**config.mk**
```make
export PLATFORM = sky130hd
export DESIGN_NAME = maze_path_tracker
export DESIGN_NICKNAME = d
export VERILOG_FILES = /design/src/rtl/maze_path_tracker.sv
export SDC_FILE = /design/constraint.sdc
export NUM_CORES = 1
export LEC_CHECK = 0
export BUFFER_PORTS_ARGS = -buffer_cell sky130_fd_sc_hd__buf_2
export CAP_MARGIN = 20
export CELL_PAD_IN_SITES_DETAIL_PLACEMENT = 2
export CELL_PAD_IN_SITES_GLOBAL_PLACEMENT = 2
export CORE_UTILIZATION = 41
export DETAILED_ROUTE_END_ITERATION = 10
export PLACE_DENSITY = 0.89
export SLEW_MARGIN = 0
export SYNTH_ARGS = -nofsm -noshare
export SYNTH_HDL_FRONTEND = slang
export SYNTH_SLANG_ARGS = --single-unit
export TNS_END_PERCENT = 30
```
**constraint.sdc**
```tcl
create_clock -name CLK -period 5.7 [get_ports CLK]
set_input_delay 0.285 -clock CLK [delete_from_list [all_inputs] [get_ports CLK]]
set_output_delay 0.285 -clock CLK [all_outputs]
set_load 0.005 [all_outputs]
```
**src/rtl/maze_path_tracker.sv**
```systemverilog
// rtl/maze_path_tracker.sv - buffers solver moves and replays them as absolute grid coordinates
module maze_path_tracker #(
    parameter int N              = 4,
    parameter int DIRECTION_SIZE = 2,
    parameter int DEPTH_LOG      = 4,
    parameter int START_X        = 0,
    parameter int START_Y        = 0
) (
    input  logic                      CLK,
    input  logic                      RST,
    input  logic                      Clear,
    input  logic                      Move_valid,
    input  logic [DIRECTION_SIZE-1:0] Move,
    input  logic                      Done,
    input  logic                      Fail,
    output logic                      Out_valid,
    input  logic                      Out_ready,
    output logic [N-1:0]              Out_X,
    output logic [N-1:0]              Out_Y,
    output logic                      Out_last,
    output logic [DEPTH_LOG:0]        Path_len,
    output logic                      Complete,
    output logic                      Failed,
    output logic                      Overflow,
    output logic                      Bad_move
);
    localparam logic [DEPTH_LOG:0] FULL_CNT = (DEPTH_LOG+1)'(1 << DEPTH_LOG);
    localparam logic [N-1:0]       X0       = N'(START_X);
    localparam logic [N-1:0]       Y0       = N'(START_Y);

    typedef enum logic [1:0] {CAPTURE, DRAIN, COMPLETE, FAILED} state_t;

    state_t                    state, state_next;
    logic [DIRECTION_SIZE-1:0] mem [1 << DEPTH_LOG];
    logic [DEPTH_LOG-1:0]      wr_ptr, rd_ptr, rd_ptr_inc;
    logic [DEPTH_LOG:0]        count;
    logic [N-1:0]              pos_x, pos_y;

    logic                      push, pop, load, flush, overflow_set, last_n, wrap;
    logic [N-1:0]              base_x, base_y, nx, ny;
    logic [DIRECTION_SIZE-1:0] mv;

    assign rd_ptr_inc = rd_ptr + DEPTH_LOG'(1);

    always_ff @(posedge CLK or negedge RST) begin
        if (!RST)       state <= CAPTURE;
        else if (Clear) state <= CAPTURE;
        else            state <= state_next;
    end

    always_comb begin
        state_next   = state;
        push         = 1'b0;
        pop          = 1'b0;
        load         = 1'b0;
        overflow_set = 1'b0;
        base_x       = pos_x;
        base_y       = pos_y;
        mv           = mem[rd_ptr];
        case (state)
            CAPTURE: begin
                if (Move_valid) begin
                    if (count == FULL_CNT) overflow_set = 1'b1;
                    else                   push         = 1'b1;
                end
                if (Fail)
                    state_next = FAILED;
                else if (Done)
                    state_next = (count != '0 || push) ? DRAIN : COMPLETE;
            end
            DRAIN: begin
                if (!Out_valid) begin
                    load = 1'b1;
                end else if (Out_ready) begin
                    pop = 1'b1;
                    if (count == (DEPTH_LOG+1)'(1)) begin
                        state_next = COMPLETE;
                    end else begin
                        // Chain the next beat off the one just accepted to keep one beat per cycle
                        load   = 1'b1;
                        base_x = Out_X;
                        base_y = Out_Y;
                        mv     = mem[rd_ptr_inc];
                    end
                end
            end
            default: ;
        endcase
        flush  = (state_next == FAILED);
        last_n = pop ? (count == (DEPTH_LOG+1)'(2)) : (count == (DEPTH_LOG+1)'(1));
    end

    always_comb begin
        nx   = base_x;
        ny   = base_y;
        wrap = 1'b0;
        case (mv[1:0])
            2'b00: begin ny = base_y - N'(1); wrap = (base_y == '0); end
            2'b01: begin nx = base_x + N'(1); wrap = &base_x;        end
            2'b10: begin nx = base_x - N'(1); wrap = (base_x == '0); end
            default: begin ny = base_y + N'(1); wrap = &base_y;      end
        endcase
    end

    always_ff @(posedge CLK) begin
        if (push) mem[wr_ptr] <= Move;
    end

    always_ff @(posedge CLK or negedge RST) begin
        if (!RST) begin
            wr_ptr <= '0; rd_ptr <= '0; count <= '0; Path_len <= '0;
            pos_x <= X0; pos_y <= Y0; Out_X <= X0; Out_Y <= Y0;
            Out_valid <= 1'b0; Out_last <= 1'b0; Complete <= 1'b0;
            Failed <= 1'b0; Overflow <= 1'b0; Bad_move <= 1'b0;
        end else if (Clear) begin
            wr_ptr <= '0; rd_ptr <= '0; count <= '0; Path_len <= '0;
            pos_x <= X0; pos_y <= Y0; Out_X <= X0; Out_Y <= Y0;
            Out_valid <= 1'b0; Out_last <= 1'b0; Complete <= 1'b0;
            Failed <= 1'b0; Overflow <= 1'b0; Bad_move <= 1'b0;
        end else begin
            if (push) begin
                wr_ptr   <= wr_ptr + DEPTH_LOG'(1);
                Path_len <= Path_len + (DEPTH_LOG+1)'(1);
            end
            if (pop) begin
                rd_ptr <= rd_ptr_inc;
                pos_x  <= Out_X;
                pos_y  <= Out_Y;
            end
            if (flush) begin
                wr_ptr <= '0;
                rd_ptr <= '0;
                count  <= '0;
            end else if (push && !pop) begin
                count <= count + (DEPTH_LOG+1)'(1);
            end else if (pop && !push) begin
                count <= count - (DEPTH_LOG+1)'(1);
            end
            if (overflow_set) Overflow <= 1'b1;
            if (load) begin
                Out_valid <= 1'b1;
                Out_X     <= nx;
                Out_Y     <= ny;
                Out_last  <= last_n;
                if (wrap) Bad_move <= 1'b1;
            end else if (pop) begin
                Out_valid <= 1'b0;
                Out_last  <= 1'b0;
            end
            if ((pop && !load) || state == COMPLETE) Complete <= 1'b1;
            if (state == FAILED) Failed <= 1'b1;
        end
    end
endmodule
```
==> run_results.csv, run 1 <==
group,metric,value,unit
clocking,ctsResizeCount,0,
finish,n_antenna_cell,0,
yosys,yosys_warnings,0,
yosys,synth_common_cells,"dfrtp_1, edfxtp_1, nand2_1, a21oi_1, nor2_1",
floorplanning,die_h,106,µm
grt,overflow,0,
worst_setup_path,cp-start-kind,"register",
flow_run,cap_violations,0,
grt,grt_first_pass_wirelength,20800,µm
clocking,cts_buffers,9,
finish,area_growth,8.55,%
sta,skew,0.0166,ns
sta,fmax,208,MHz
clocking,insertion_delay,0.35,ns
place,dp_hpwl,9090,µm
detailed_routing,drt-initial-drc-count,211,
floorplanning,ios,28,
finish,nNetsFinal,441,
sta,hold_viol,0,
sta,drv_slew,0,
yosys,synth_area,0.00444,mm²
grt,grt_pass1_vias,3712,
detailed_routing,drt_first_pass_iters,4,
yosys,synth_nets,426,
finish,drive_above_1_share,0.176,
worst_setup_path,worstPathRequired,5.90,ns
clocking,clkSinkCount,74,
yosys,netlist_instances,395,
grt,gr-usage-all-layers,0.243,
yosys,synth.largest_area_cell,"dfrtp_1",
place,portBuffers,27,
sta,setup_violations,0,
worst_setup_path,critPathCaptureType,"register",
detailed_routing,routed_via_density,6.02,
detailed_routing,ant_nets,0,
place,gp_congestion,0.778,
floorplanning,coreArea,0.0104,mm²
sta,fin_ws,0.902,ns
detailed_routing,vias,3316,
clocking,cts_root_buf,"clkbuf_8",
worst_setup_path,path_max_fanout,19,
place,pre_cts_slack,0.867,ns
yosys,synth_area_leaders,"dfrtp_1, edfxtp_1, mux4_2, ha_1, a21oi_1",
power,power_density,247,mW/mm²
yosys,synth.distinct_cells,57,
yosys,synth_top_area_frac,0.237,
sta,fin_crit,4.80,ns
yosys,synth_seq_cells,74,
clocking,cts_tree,"yes",
sta,finalSetupTns,0,ns
detailed_routing,wl_per_cell,23.0,µm
sta,max_slew_margin,0.261,
detailed_routing,highest_layer,"met4",
sta,worst_slew_pin_slew,1.11,ns
clocking,cts_hold_buf,0,
yosys,synthFlopType,"dfrtp_1",
clocking,cts-htree-levels,3,
yosys,synthArstFlopShare,0.568,
yosys,synth.avg_cell_area,11.2,µm²
finish,nFillCells,1090,
detailed_routing,dr_wl_met2,6400,µm
power,ir_worst_vdd,0.000151,V
clocking,clockBufferDepth,2,
sta,whs,0.0986,ns
detailed_routing,route.layer.met1.wl,5650,µm
floorplanning,die_area,0.0112,mm²
yosys,synth_most_common_cell,"dfrtp_1",
grt,grt_max_degree,43,
min_path,hp-class,"input pin to asynchronous set/reset pin",
run_status,outcome,"finished, final reports clean",
sta,rsz0062_at_grt,"no",
detailed_routing,drcViolationCount,0,
sta,fin_crit_sh,0.842,
power,cellLeakagePower,1.86,nW
detailed_routing,wirelength,12700,µm
yosys,synth_edf_count,32,
worst_setup_path,crit_type,"register to register",
finish,final_cells,551,
power,total_power,1.19,mW
clocking,clk_pin_slew,0.08,ns
worst_setup_path,cp.arrival,4.99,ns
floorplanning,rows,37,
floorplanning,start_util,0.426,
clocking,cts_setup_buffers,0,
floorplanning,die-width,106,µm
yosys,seq_area_frac_synth,0.454,
place,numPlacedInstances,535,
detailed_routing,wl_met3,398,µm
grt,antenna_found_initial,0,
## flip-flops by register name (all words and copies together), names as in the netlist
register and count:
mem 32, Path_len 5, count 5, Out_X 4, Out_Y 4, pos_x 4
pos_y 4, rd_ptr 4, wr_ptr 4, state 2, Bad_move 1, Complete 1
Failed 1, Out_last 1, Out_valid 1, Overflow 1
## power by group
| group | switching, mW | total, mW | internal, mW |
|---|---|---|---|
| clock | 0.214 | 0.373 | 0.158 |
| sequential | 0.0327 | 0.607 | 0.574 |
| combinational | 0.132 | 0.212 | 0.0795 |
| total | 0.380 | 1.19 | 0.812 |
## worst max-delay path: stages, from the launching register on
cell and delay [ns]:
dfrtp_1 0.38, buf_4 0.23, ha_1 0.66, mux4_2 0.60, mux4_2 0.48, mux2i_1 0.28, ha_1 0.41, ha_1 0.38
a2111oi_0 0.58, nor4_1 0.10, o21ai_0 0.25, xor2_1 0.17, o32ai_1 0.10
## kinds of logic after synthesis
kind of cell / share of synthesized area
AND/OR/NAND/NOR: 0.158
AO/OA/AOI/OAI: 0.118
flip-flops: 0.454
buffers and inverters: 0.0401
multiplexers: 0.125
adder cells (fa/ha/maj): 0.0654
XOR/XNOR: 0.0395
## stage by stage
| stage | instance area [µm²] | utilization |
|---|---|---|
| after detailed placement | 4650 | 0.446 |
| final | 4810 | 0.462 |
| after global placement | 4650 | 0.446 |
| after CTS | 4810 | 0.462 |
| after global routing | 4810 | 0.462 |
| after floorplan | 4440 | - |
## metal layers
metal,up-vias,track usage
met2,76,0.424
li1,1514,-
met1,1704,0.303
met4,0,0.0813
met3,22,0.0466
met5,-,0
## final cells by class
type                            count  area, µm²  share of cell area
Clock buffer                       10        128              0.0265
Clock inverter                      6       41.3             0.00858
Inverter                           18       67.6              0.0140
Multi-Input combinational cell    278       2250               0.466
Sequential cell                    74       2010               0.418
Tap cell                          136        170              0.0353
Timing Repair Buffer               29        150              0.0312
## worst paths after layout
kind | from | to | slack, ns | cells after the start
max | rd_ptr[0] | Out_Y[3] | 0.90 | 12
min | RST | Out_Y[2] | 0.1 | 1
max reg2reg | rd_ptr[0] | Out_Y[3] | 0.90 | 12
min reg2reg | Failed | Failed | 0.51 | 2
max in group asynchronous | RST | count[3] | 4.93 | 1
min in group CLK | Move[1] | mem[2][1] | 0.33 | 1
## placed cells by master, fill, tap and decap left out, types with 12 or more instances in the layout
cell type | Yosys | final
buf_2 | 4 | 27
inv_1 | 17 | 17
xor2_1 | 12 | 12
edfxtp_1 | 32 | 32
ha_1 | 20 | 20
nand2_1 | 31 | 31
mux4_2 | 20 | 20
nor3_1 | 14 | 14
nor2_1 | 27 | 27
a21oi_1 | 28 | 28
dfrtp_1 | 42 | 42
(Power assumes the default switching activity.)
==> run 2: changes to the inputs <==
--- a/config.mk
+++ b/config.mk
@@ -9,9 +9,9 @@
 export CAP_MARGIN = 20
 export CELL_PAD_IN_SITES_DETAIL_PLACEMENT = 2
 export CELL_PAD_IN_SITES_GLOBAL_PLACEMENT = 2
-export CORE_UTILIZATION = 41
+export CORE_UTILIZATION = 37
 export DETAILED_ROUTE_END_ITERATION = 10
-export PLACE_DENSITY = 0.89
+export PLACE_DENSITY = 0.85
 export SLEW_MARGIN = 0
 export SYNTH_ARGS = -nofsm -noshare
 export SYNTH_HDL_FRONTEND = slang
==> constraint.sdc (replaced) <==
create_clock -name CLK -period 4.25 [get_ports CLK]
set_input_delay 0.2125 -clock CLK [delete_from_list [all_inputs] [get_ports CLK]]
set_output_delay 0.2125 -clock CLK [all_outputs]
set_load 0.005 [all_outputs]
==> run 2 against run 1 <==
  * The flow now finishes with violations (design-rule violations)
  * Die area is 11% higher
  * Clock skew down 0.012 ns
  * Setup slack worse by 0.67 ns
  * Critical endpoint unchanged
==> run_results.csv, run 2 (synthesized netlist as in run 1, its figures left out) <==
group,metric,value,unit
place,portBuffers,27,
detailed_routing,wl_per_cell,23.7,µm
worst_setup_path,cp-start-kind,"register",
clocking,cts-htree-levels,3,
place,numPlacedInstances,550,
floorplanning,die_area,0.0124,mm²
worst_setup_path,cp.arrival,4.21,ns
sta,setup_violations,0,
grt,grt_max_degree,43,
clocking,insertion_delay,0.35,ns
power,swShare,0.288,
detailed_routing,vias,3414,
worst_setup_path,cp_cell_sequence,"ha_1 -> buf_6 -> mux4_2 -> mux4_2 -> mux2i_1 -> buf_4 -> ha_1 -> buf_4 -> ha_2 -> and3_1 -> a221oi_1 -> o21ai_1 -> xor2_1 -> o32ai_1",
power,power_frac_seq,0.425,
worst_setup_path,critPathCaptureType,"register",
power,ir_worst_vdd,0.000280,V
floorplanning,rows,39,
sta,worst_slew_pin_slew,1.04,ns
finish,n_antenna_cell,0,
sta,fmax,249,MHz
sta,drv_slew,0,
finish,nNetsFinal,451,
floorplanning,die_h,111,µm
finish,regArea,0.00201,mm²
finish,largest_reg_flops,32,
power,combPwrFrac,0.165,
floorplanning,start_util,0.384,
detailed_routing,ant_nets,0,
grt,grt_first_pass_wirelength,21900,µm
finish,final_common_cell,"dfrtp_1",
sta,max_slew_margin,0.307,
sta,hold_viol,0,
place,gp_congestion,0.855,
worst_setup_path,r2r_slack,0.23,ns
power,intPower,1.37,mW
finish,mostFrequentLayoutCells,"dfrtp_1, edfxtp_1, nand2_1",
grt,grt_pass1_vias,3824,
sta,fin_ws,0.229,ns
grt,gr-usage-all-layers,0.231,
finish,drive_above_1_share,0.212,
grt,overflow,0,
clocking,cts_tree,"yes",
worst_setup_path,critPathSlowestCell,"mux4_2",
finish,top_regs,"mem: 32 flops, Path_len: 5 flops, count: 5 flops",
floorplanning,ios,28,
worst_setup_path,r2r-start,"rd_ptr[1]",
power,power_switching,0.555,mW
worst_setup_path,worstPathRequired,4.44,ns
finish,area_growth,15.5,%
sta,skew,0.00471,ns
place,pre_cts_slack,-0.0324,ns
detailed_routing,wirelength,13500,µm
min_path,hp-class,"input pin to asynchronous set/reset pin",
finish,stdcell_area,0.00512,mm²
power,cellLeakagePower,1.99,nW
place,dp_hpwl,9500,µm
worst_setup_path,crit_type,"register to register",
finish,final_cells,568,
detailed_routing,routed_via_density,6.01,
power,p_clk_frac,0.410,
detailed_routing,drcViolationCount,4,
sta,fin_crit,4.02,ns
sta,fin_crit_sh,0.946,
worst_setup_path,worst_r2r_path_depth,14,
finish,largest-register,"mem",
detailed_routing,drt-initial-drc-count,193,
worst_setup_path,r2r_end,"Out_Y[3]",
clocking,clkSinkCount,74,
finish,nFillCells,1182,
power,power_density,376,mW/mm²
sta,rsz0062_at_grt,"no",
run_status,outcome,"finished with violations",
clocking,cts_root_buf,"clkbuf_16",
worst_setup_path,path_max_fanout,9,
flow_run,cap_violations,0,
run_status,violations,"design-rule violations",
place,dpl-instance-area,0.00471,mm²
clocking,clk_pin_slew,0.06,ns
grt,antenna_found_initial,0,
detailed_routing,drt_first_pass_iters,7,
clocking,cts_buffers,9,
finish,utilization,0.443,
finish,multi_input_area,0.00231,mm²
worst_setup_path,slowest_delay,0.54,ns
clocking,clockBufferDepth,2,
floorplanning,coreArea,0.0116,mm²
floorplanning,die-width,111,µm
[run 2: changes by cell type in the layout (fill, tap and decap cells not counted), moves of 2 or more]
cell        before  now
a2111oi_0        5    3
buf_4            2    9
clkbuf_16        0    9
clkbuf_8         9    1
clkinv_2         2    0
clkinvlp_4       3    1
ha_1            20   17
ha_2             0    2
[run 2: area by class of cell]
| type | count | share of cell area |
|---|---|---|
| Timing Repair Buffer | 39 | 0.0476 |
| Inverter | 18 | 0.0132 |
| Tap cell | 143 | 0.0349 |
| Clock buffer | 11 | 0.0474 |
| Multi-Input combinational cell | 278 | 0.452 |
| Clock inverter | 5 | 0.0120 |
| Sequential cell | 74 | 0.393 |
[run 2: routing by layer]
metal,track usage,vias up,part of all wire
li1,-,1537,-
met2,0.418,55,0.53
met4,0.0874,0,0.024
met3,0.0463,23,0.022
met1,0.269,1799,0.42
met5,0,-,0
[run 2: how the worst max path moves through the flow]
stage                     depth (start not counted)  endpoint  slack (ns)      start
after floorplan                                  12  Out_Y[3]        0.17  rd_ptr[0]
after global placement                           12  Out_X[3]        0.30  rd_ptr[0]
after detailed placement                         12  Out_X[3]       -0.03  rd_ptr[1]
after CTS                                        12  Out_X[3]       -0.04  rd_ptr[1]
after global routing                             13  Out_X[3]      0.0004  rd_ptr[0]
final                                            14  Out_Y[3]        0.23  rd_ptr[1]
[run 2: metrics by stage]
step,total power [mW],TNS [ns],hold slack (ns)
after global placement,1.10,0,0.420
after global routing,1.99,0,0.247
after floorplan,1.01,0,-0.0831
after CTS,1.92,-0.0447,0.0887
final,1.92,0,0.232
after detailed placement,1.13,-0.0436,0.452
[run 2: what timing repair did]
item                       CTS  global route
setup buffers                0             0
hold buffers                 0             1
hold endpoints to repair     0            42
setup endpoints to repair    2             2
pin swaps                    0             1
resized for setup            1            14
[run 2: critical path, delay by kind of cell, from the launching register on]
family / cells / cell delay [ns]
DFF: 1 / 0.41
AOI/OAI and AO/OA: 3 / 0.55
and+or+nand+nor: 1 / 0.18
muxes: 3 / 1.20
xor gates and xnor gates: 1 / 0.16
adders and majority gates: 3 / 0.83
buffers and inverters: 3 / 0.53
[run 2: power by group through the flow]
stage | logic, mW | registers [mW] | clock network (mW)
3_3_place_gp | 0.272 | 0.824 | 0
6_report | 0.317 | 0.817 | 0.790
2_1_floorplan | 0.208 | 0.806 | 0
5_1_grt | 0.346 | 0.821 | 0.822
3_5_place_dp | 0.295 | 0.830 | 0
4_1_cts | 0.304 | 0.816 | 0.799
